$ cat config.mk
export PLATFORM = sky130hd
export DESIGN_NAME = fft_ctrl
export DESIGN_NICKNAME = d
export VERILOG_FILES = /design/src/rtl/fft_ctrl.sv
export SDC_FILE = /design/constraint.sdc
export NUM_CORES = 1
export LEC_CHECK = 0
export BUFFER_PORTS_ARGS = -buffer_cell sky130_fd_sc_hd__buf_2
export CAP_MARGIN = 30
export CORE_MARGIN = 1
export CORE_UTILIZATION = 30
export DETAILED_ROUTE_END_ITERATION = 8
export SETUP_SLACK_MARGIN = 0.1
export SKIP_CTS_REPAIR_TIMING = 1
export SLEW_MARGIN = 0
export SYNTH_ARGS = -nofsm -noshare
export SYNTH_HDL_FRONTEND = slang
export SYNTH_SLANG_ARGS = --single-unit
export TNS_END_PERCENT = 100
$ cat constraint.sdc
create_clock -name clk -period 1.58 [get_ports clk]
set_clock_uncertainty 0.1 [all_clocks]
set_input_delay 0.158 -clock clk [delete_from_list [all_inputs] [get_ports clk]]
set_output_delay 0.158 -clock clk [all_outputs]
set_load 0.01 [all_outputs]
$ cat src/rtl/fft_ctrl.sv
// Address/sequence controller for an in-place radix-2 DIF FFT.
// Issues N/2 butterfly reads per stage and mirrors them PIPE cycles later as write-backs.
module fft_ctrl #(
    parameter int LOG2N = 4,
    parameter int PIPE  = 2
) (
    input  logic             clk,
    input  logic             rst_n,
    input  logic             start,
    output logic             busy,
    output logic             done,
    output logic [3:0]       stage,
    output logic             rd_en,
    output logic [LOG2N-1:0] rd_addr_p,
    output logic [LOG2N-1:0] rd_addr_q,
    output logic [LOG2N-2:0] tw_addr,
    output logic             wr_en,
    output logic [LOG2N-1:0] wr_addr_p,
    output logic [LOG2N-1:0] wr_addr_q
);

    localparam logic [1:0] S_IDLE  = 2'd0;
    localparam logic [1:0] S_RUN   = 2'd1;
    localparam logic [1:0] S_DRAIN = 2'd2;
    localparam logic [1:0] S_DONE  = 2'd3;

    localparam int KW = LOG2N - 1;
    localparam int DW = $clog2(PIPE + 1);

    localparam logic [KW-1:0]    K_LAST     = {KW{1'b1}};
    localparam logic [DW-1:0]    DRAIN_LOAD = DW'(PIPE);
    localparam logic [DW-1:0]    DRAIN_ONE  = DW'(1);
    localparam logic [3:0]       STAGE_LAST = 4'(LOG2N - 1);
    localparam logic [LOG2N-1:0] ADDR_ONE   = LOG2N'(1);

    logic [1:0]    state_reg, state_next;
    logic [3:0]    stage_reg, stage_next;
    logic [KW-1:0] k_reg, k_next;
    logic [DW-1:0] drain_reg, drain_next;

    // Next-state logic: counters are reloaded on every exit so nothing ever wraps.
    always_comb begin
        state_next = state_reg;
        stage_next = stage_reg;
        k_next     = k_reg;
        drain_next = drain_reg;
        case (state_reg)
            S_IDLE: begin
                if (start) begin
                    state_next = S_RUN;
                    stage_next = 4'd0;
                    k_next     = '0;
                end
            end
            S_RUN: begin
                if (k_reg == K_LAST) begin
                    state_next = S_DRAIN;
                    drain_next = DRAIN_LOAD;
                    k_next     = '0;
                end else begin
                    k_next = k_reg + KW'(1);
                end
            end
            S_DRAIN: begin
                if (drain_reg == DRAIN_ONE) begin
                    drain_next = '0;
                    if (stage_reg == STAGE_LAST) begin
                        state_next = S_DONE;
                    end else begin
                        state_next = S_RUN;
                        stage_next = stage_reg + 4'd1;
                        k_next     = '0;
                    end
                end else begin
                    drain_next = drain_reg - DRAIN_ONE;
                end
            end
            S_DONE: begin
                state_next = S_IDLE;
            end
            default: begin
                state_next = S_IDLE;
            end
        endcase
    end

    always_ff @(posedge clk) begin
        if (!rst_n) begin
            state_reg <= S_IDLE;
            stage_reg <= 4'd0;
            k_reg     <= '0;
            drain_reg <= '0;
        end else begin
            state_reg <= state_next;
            stage_reg <= stage_next;
            k_reg     <= k_next;
            drain_reg <= drain_next;
        end
    end

    // span is a power of two, so k mod span / k div span reduce to masking.
    logic [LOG2N-1:0] k_ext;
    logic [LOG2N-1:0] span;
    logic [LOG2N-1:0] mask;
    logic [LOG2N-1:0] j_val;
    logic [LOG2N-1:0] p_val;
    logic [LOG2N-1:0] tw_full;

    always_comb begin
        k_ext   = {1'b0, k_reg};
        span    = ADDR_ONE << (STAGE_LAST - stage_reg);
        mask    = span - ADDR_ONE;
        j_val   = k_ext & mask;
        p_val   = ((k_ext & ~mask) << 1) | j_val;
        tw_full = j_val << stage_reg;
    end

    assign busy      = (state_reg == S_RUN) || (state_reg == S_DRAIN);
    assign done      = (state_reg == S_DONE);
    assign stage     = stage_reg;
    assign rd_en     = (state_reg == S_RUN);
    assign rd_addr_p = rd_en ? p_val : '0;
    assign rd_addr_q = rd_en ? (p_val | span) : '0;
    assign tw_addr   = rd_en ? tw_full[LOG2N-2:0] : '0;

    // Write-back delay line; addresses enter already zeroed when idle.
    logic             pipe_en_reg [PIPE];
    logic [LOG2N-1:0] pipe_p_reg  [PIPE];
    logic [LOG2N-1:0] pipe_q_reg  [PIPE];

    genvar gi;
    generate
        for (gi = 0; gi < PIPE; gi++) begin : g_pipe
            if (gi == 0) begin : g_head
                always_ff @(posedge clk) begin
                    if (!rst_n) begin
                        pipe_en_reg[gi] <= 1'b0;
                        pipe_p_reg[gi]  <= '0;
                        pipe_q_reg[gi]  <= '0;
                    end else begin
                        pipe_en_reg[gi] <= rd_en;
                        pipe_p_reg[gi]  <= rd_addr_p;
                        pipe_q_reg[gi]  <= rd_addr_q;
                    end
                end
            end else begin : g_tail
                always_ff @(posedge clk) begin
                    if (!rst_n) begin
                        pipe_en_reg[gi] <= 1'b0;
                        pipe_p_reg[gi]  <= '0;
                        pipe_q_reg[gi]  <= '0;
                    end else begin
                        pipe_en_reg[gi] <= pipe_en_reg[gi-1];
                        pipe_p_reg[gi]  <= pipe_p_reg[gi-1];
                        pipe_q_reg[gi]  <= pipe_q_reg[gi-1];
                    end
                end
            end
        end
    endgenerate

    assign wr_en     = pipe_en_reg[PIPE-1];
    assign wr_addr_p = pipe_p_reg[PIPE-1];
    assign wr_addr_q = pipe_q_reg[PIPE-1];

endmodule

Yosys cells after proc, flatten, opt, wreduce, memory -nomap -nowiden
Memories as Yosys holds them, arrays and structs flattened.
Cells that the tools add are included.
{"block": "classes", "eq_ne": 10, "n_shift": 2, "bitwise_logic": 11, "n_mux": 27, "add_sub_neg": 5, "reduce_logical": 9}
{"cell": "4-bit 2-to-1 mux", "n": 9}
{"cell": "3-bit 2-to-1 mux", "n": 5}
{"cell": "2-bit 2-to-1 mux", "n": 5}
{"cell": "3-bit one-hot mux with 3 select lines", "n": 1}
{"cell": "4-bit bitwise OR", "n": 2}
{"cell": "2-bit one-hot mux with 4 select lines", "n": 1}
{"cell": "4-bit one-hot mux with 2 select lines", "n": 1}
{"cell": "4-bit AND reduction", "n": 2}
{"cell": "2-bit != test, second input constant", "n": 3}
{"cell": "1-bit bitwise OR", "n": 6}
{"cell": "4-bit by 1-bit adder with 4-bit output, second input constant", "n": 1}
{"cell": "3-bit by 4-bit bitwise AND with 4-bit output", "n": 1}
{"cell": "2-bit by 1-bit == test with 1-bit output, second input constant", "n": 2}
{"cell": "2-bit == test, second input constant", "n": 2}
{"cell": "4-bit by 2-bit == test with 1-bit output, second input constant", "n": 1}
{"cell": "1-bit 2-to-1 mux", "n": 4}
{"cell": "2-bit one-hot mux with 2 select lines", "n": 1}
{"cell": "2-bit nonzero test", "n": 2}
{"cell": "1-bit by 4-bit left shift with 4-bit output, first input constant", "n": 1}
{"cell": "4-bit by 4-bit left shift with 3-bit output", "n": 1}
{"cell": "2-bit by 4-bit subtractor with 4-bit output, first input constant", "n": 1}
{"cell": "4-bit by 1-bit subtractor with 4-bit output, second input constant", "n": 1}
{"cell": "3-bit by 1-bit adder with 3-bit output, second input constant", "n": 1}
{"cell": "3-bit bitwise AND", "n": 1}
{"cell": "other kinds (9)", "n": 9}
{"block": "word_totals", "reg_bits": 11, "in_bits": 3, "output_inout_bits": 27, "wordCells": 71, "mem_bits_rw": 18, "memories": 3}
{"memory": "pipe_p_reg", "words": 2, "width": 4, "read_ports": 2, "rd_ports_with_merged_regs": 0, "wr": 2, "line": "128", "text": "logic [LOG2N-1:0] pipe_p_reg [PIPE];"}
{"memory": "pipe_q_reg", "words": 2, "width": 4, "read_ports": 2, "rd_ports_with_merged_regs": 0, "wr": 2, "line": "129", "text": "logic [LOG2N-1:0] pipe_q_reg [PIPE];"}
{"memory": "pipe_en_reg", "words": 2, "width": 1, "read_ports": 2, "rd_ports_with_merged_regs": 0, "wr": 2, "line": "127", "text": "logic pipe_en_reg [PIPE];"}

Logic depth before layout (Yosys ltp)
{"block": "logic_depth", "ltp_word": 9, "ltp_mapped": 6, "mapped_depth_nobuf": 5}

Least setup slack after synthesis
No wires, ideal clock.
{"block": "synth_timing", "kind": "reg2out", "start": "register stage_reg[2], in the netlist stage[2]", "end": "output port rd_addr_p[2]", "arrival_ns": 1.671, "required_ns": 1.322, "slack_ns": -0.349, "path_stages_with_launch": 6, "path_buffers": 0, "path_cell_list": "dfxtp_1 > inv_1 > ha_1 > nor3b_4 > nand2_1 > a21boi_0"}
{"block": "synth_via", "elab_chain_cells": 7, "word_cells_on_any_way": 8, "cone_classes": "add/sub (2); shift (1); mux (1); bitwise (4)"}
{"item": "start, declared", "line": "37", "text": "logic [3:0] stage_reg, stage_next;"}
{"item": "start signal, assigned", "line": "95", "text": "stage_reg <= stage_next;"}
{"item": "2-bit by 4-bit subtractor with 4-bit output (*)", "line": "111", "text": "span = ADDR_ONE << (STAGE_LAST - stage_reg);"}
{"item": "1-bit by 4-bit left shift with 4-bit output (*)", "line": "111"}
{"item": "4-bit by 1-bit subtractor with 4-bit output (*)", "line": "112", "text": "mask = span - ADDR_ONE;"}
{"item": "3-bit NOT", "line": "114", "text": "p_val = ((k_ext & ~mask) << 1) | j_val;"}
{"item": "3-bit bitwise AND", "line": "114"}
{"item": "4-bit bitwise OR (*)", "line": "114"}
{"item": "4-bit 2-to-1 mux (*)", "line": "122", "text": "assign rd_addr_p = rd_en ? p_val : '0;"}
{"item": "end, declared", "line": "14", "text": "output logic [LOG2N-1:0] rd_addr_p,"}
Every way passes the cells marked *; elsewhere a longest branch is shown, timed or not.

Worst setup path in the final report
{"block": "layout_timing", "start": "register stage_reg[3], in the netlist stage[3]", "end": "output port rd_addr_p[1]"}
Same word-level chain as after synthesis.

==> key figures <==
STA
  – Max Clk Rate: 515.1 MHz
  – Slew margin rel.: 0.8055
  – Final hold violations: 0
  – Final setup viols: 21
  – Final WS setup: -0.3614 ns
  – Final Cycle Share: 1.229
  – Min Tclk post-route: 1.941 ns
  – Setup_tns: -3.328 ns
  – Pins Over Slew Limit: 0
  – Hold Slack: 0.1076 ns
  – RSZ-0062 raised after global routing: yes
  – Worst-Margin Slew: 0.2908 ns

Floorplanning
  – Total core area: 4414 sq um
  – Initial Utilization: 0.3175
  – Die area: 4948 sq um
  – Num rows: 24
  – Die width: 70.35 um
  – Ports: 30
  – Die Y: 70.35 um

Critical path
  – Worst path required time: 1.32 ns
  – Arrival @ worst endpoint: 1.68 ns
  – Reg2Reg Setup Slack: -0.11 ns
  – Peak fanout along the critical path: 5
  – Type of destination of the critical path: output pin
  – Critical path class: register to output pin
  – FF-to-FF End: state_reg[1]
  – Setup crit end: rd_addr_p[1]
  – Startpoint types: register
  – Reg2reg start: state_reg[0]
  – Setup crit start: stage[3]
  – R2R depth: 6

Power and ir drop
  – Combinational power share: 0.493
  – Sequential fraction of design power: 0.299
  – Sw power: 1.035 mW
  – PwrDens: 1348 nW/um^2
  – Peak VDD IR: 0.9780 mV
  – Clock power frac: 0.207
  – Total Power: 2.927 mW
  – Power Internal: 1.892 mW
  – Switching Share: 0.3537
  – Leak: 0.9454 nW

Placed design
  – Post-DP Area: 1857 sq um
  – Count of buffers from port buffering: 29
  – Dpl cells: 244
  – Placer Congestion: 0.7714
  – Post-DP HPWL: 2321 um
  – Placement Setup Slack: -0.06768 ns

Worst hold path
  – Hold Path Class: input port to register
  – Hold depth: 3

Run
  – # Max-Cap Violations: 0

Detailed routing
  – Final ANT Viol Nets: 0
  – Routed length per instance: 13.31 um
  – DR vias/cell: 4.829
  – WL final: 3433 um
  – Vias: 1246
  – Drt first pass iters: 4
  – Drc violations: 0
  – Initial DRC count: 34

Synthesis
  – Post-synth EDFFs: 0
  – Async SR Flop Fraction: 0
  – Sequential share of the synthesized area: 0.4143
  – Seq cells post-synth: 29
  – Post-synth cell types: 41
  – Syn Std Cell Area: 1401 sq um
  – Ys flop type: dfxtp_1
  – Post-Syn Nets: 159
  – Syn_area_per_cell: 9.533 sq um
  – Synth Warn #: 0
  – Cells after Synth: 147

Final layout
  – Final net count: 217
  – Layout fillers: 406
  – Inserted Diodes: 0
  – Layout area overhead: 54.91%
  – Final core utilization: 0.4918
  – Layout cells sized above 1: 0.5340
  – Reg area: 600.6 sq um
  – Final non-filler cell area: 2171 sq um
  – Commonest cells after routing, fill and taps aside: buf_2 (25), dfxtp_1 (23), buf_4 (21)
  – Final Non-Filler Cells: 258
  – Multi-input logic area: 939.7 sq um
  – Most common cell after layout, fill and taps aside: buf_2

Global route
  – GRT Resource Usage Total: 0.1400
  – First-pass GRT wire length: 5485 um
  – Largest net degree at the start of global routing: 27
  – Vias in the first global route: 1263
  – Total gr overflow: 0
  – Antenna violations before repair: 0

Status
  – Status: finished, violations left
  – Failing checks: negative setup slack

Clock network
  – CTS tree: yes
  – Num Clock Sinks: 29
  – Num CTS Buffers: 5
  – Root buf cell: clkbuf_8
  – H-tree lvl count: 2
  – Reg clk slew, reported paths: 0.07 ns
  – Clk_lat worst skew: 0.29 ns
  – Clk buf depth: 2
[cell type report]
class / instances / area share
tap: 52 / 0.02997
clock inverter: 3 / 0.007493
sequential: 29 / 0.2767
timing repair buffer: 60 / 0.2029
multi-input combinational: 100 / 0.4329
inverter: 9 / 0.01844
clock buffer: 5 / 0.03170
[layer usage]
metal,vias to the layer above,part of all wire,global-route usage
met2,27,0.52,0.2402
met1,576,0.42,0.1560
met4,0,0.023,0.07111
met5,-,0,0
li1,632,-,-
met3,11,0.039,0.04040
[cells in the mapped netlist, types with 2 or more instances]
master | count | area share
a211oi_1 | 2 | 0.011
a21oi_1 | 4 | 0.014
and2_1 | 11 | 0.049
and3_1 | 3 | 0.013
and4_1 | 2 | 0.013
buf_2 | 4 | 0.014
clkbuf_1 | 4 | 0.011
dfxtp_1 | 29 | 0.41
ha_1 | 9 | 0.080
inv_1 | 9 | 0.024
mux2i_1 | 7 | 0.050
nand2_1 | 12 | 0.032
nand2b_1 | 2 | 0.0089
nand3_1 | 4 | 0.014
nand4_1 | 2 | 0.0089
nor2_1 | 8 | 0.021
nor2b_1 | 4 | 0.018
o21ai_0 | 3 | 0.011
o221a_2 | 2 | 0.016
o22ai_1 | 2 | 0.0089
o311a_1 | 3 | 0.021
o31ai_1 | 2 | 0.011
[power groups by stage]
stage	Sequential, mW	Combinational [mW]	Clock (mW)
CTS	0.871	1.01	0.620
global placement	0.886	0.995	0
finish	0.877	1.44	0.607
global route	0.885	1.57	0.655
floorplan	0.877	0.682	0
detailed placement	0.888	1.00	0
[how the worst min path moves through the flow]
| stage | startpoint | endpoint | slack [ns] |
|---|---|---|---|
| 2_1_floorplan | start | stage[2] | 0.30 |
| 3_3_place_gp | pipe_q_reg[0][3] | pipe_q_reg[1][3] | 0.31 |
| 3_5_place_dp | pipe_p_reg[0][3] | pipe_p_reg[1][3] | 0.32 |
| 4_1_cts | rst_n | drain_reg[0] | 0.09 |
| 5_1_grt | rst_n | drain_reg[0] | 0.10 |
| 6_report | rst_n | drain_reg[0] | 0.11 |
[cell families after synthesis]
group / Yosys count / synth area share
flip-flops: 29 / 0.4143
AND/OR/NAND/NOR: 57 / 0.2420
multiplexers: 7 / 0.05000
adder cells (fa/ha/maj): 9 / 0.08036
AO/OA/AOI/OAI: 27 / 0.1562
buffers and inverters: 18 / 0.05714
[critical path, stage by stage (launching register included)]
cell and delay [ns]:
dfxtp_4 0.35, inv_2 0.04, ha_4 0.25, nor3b_4 0.27
mux2i_1 0.28, nor2b_1 0.06, buf_2 0.14
No activity file was read; power rests on OpenSTA's default activity.
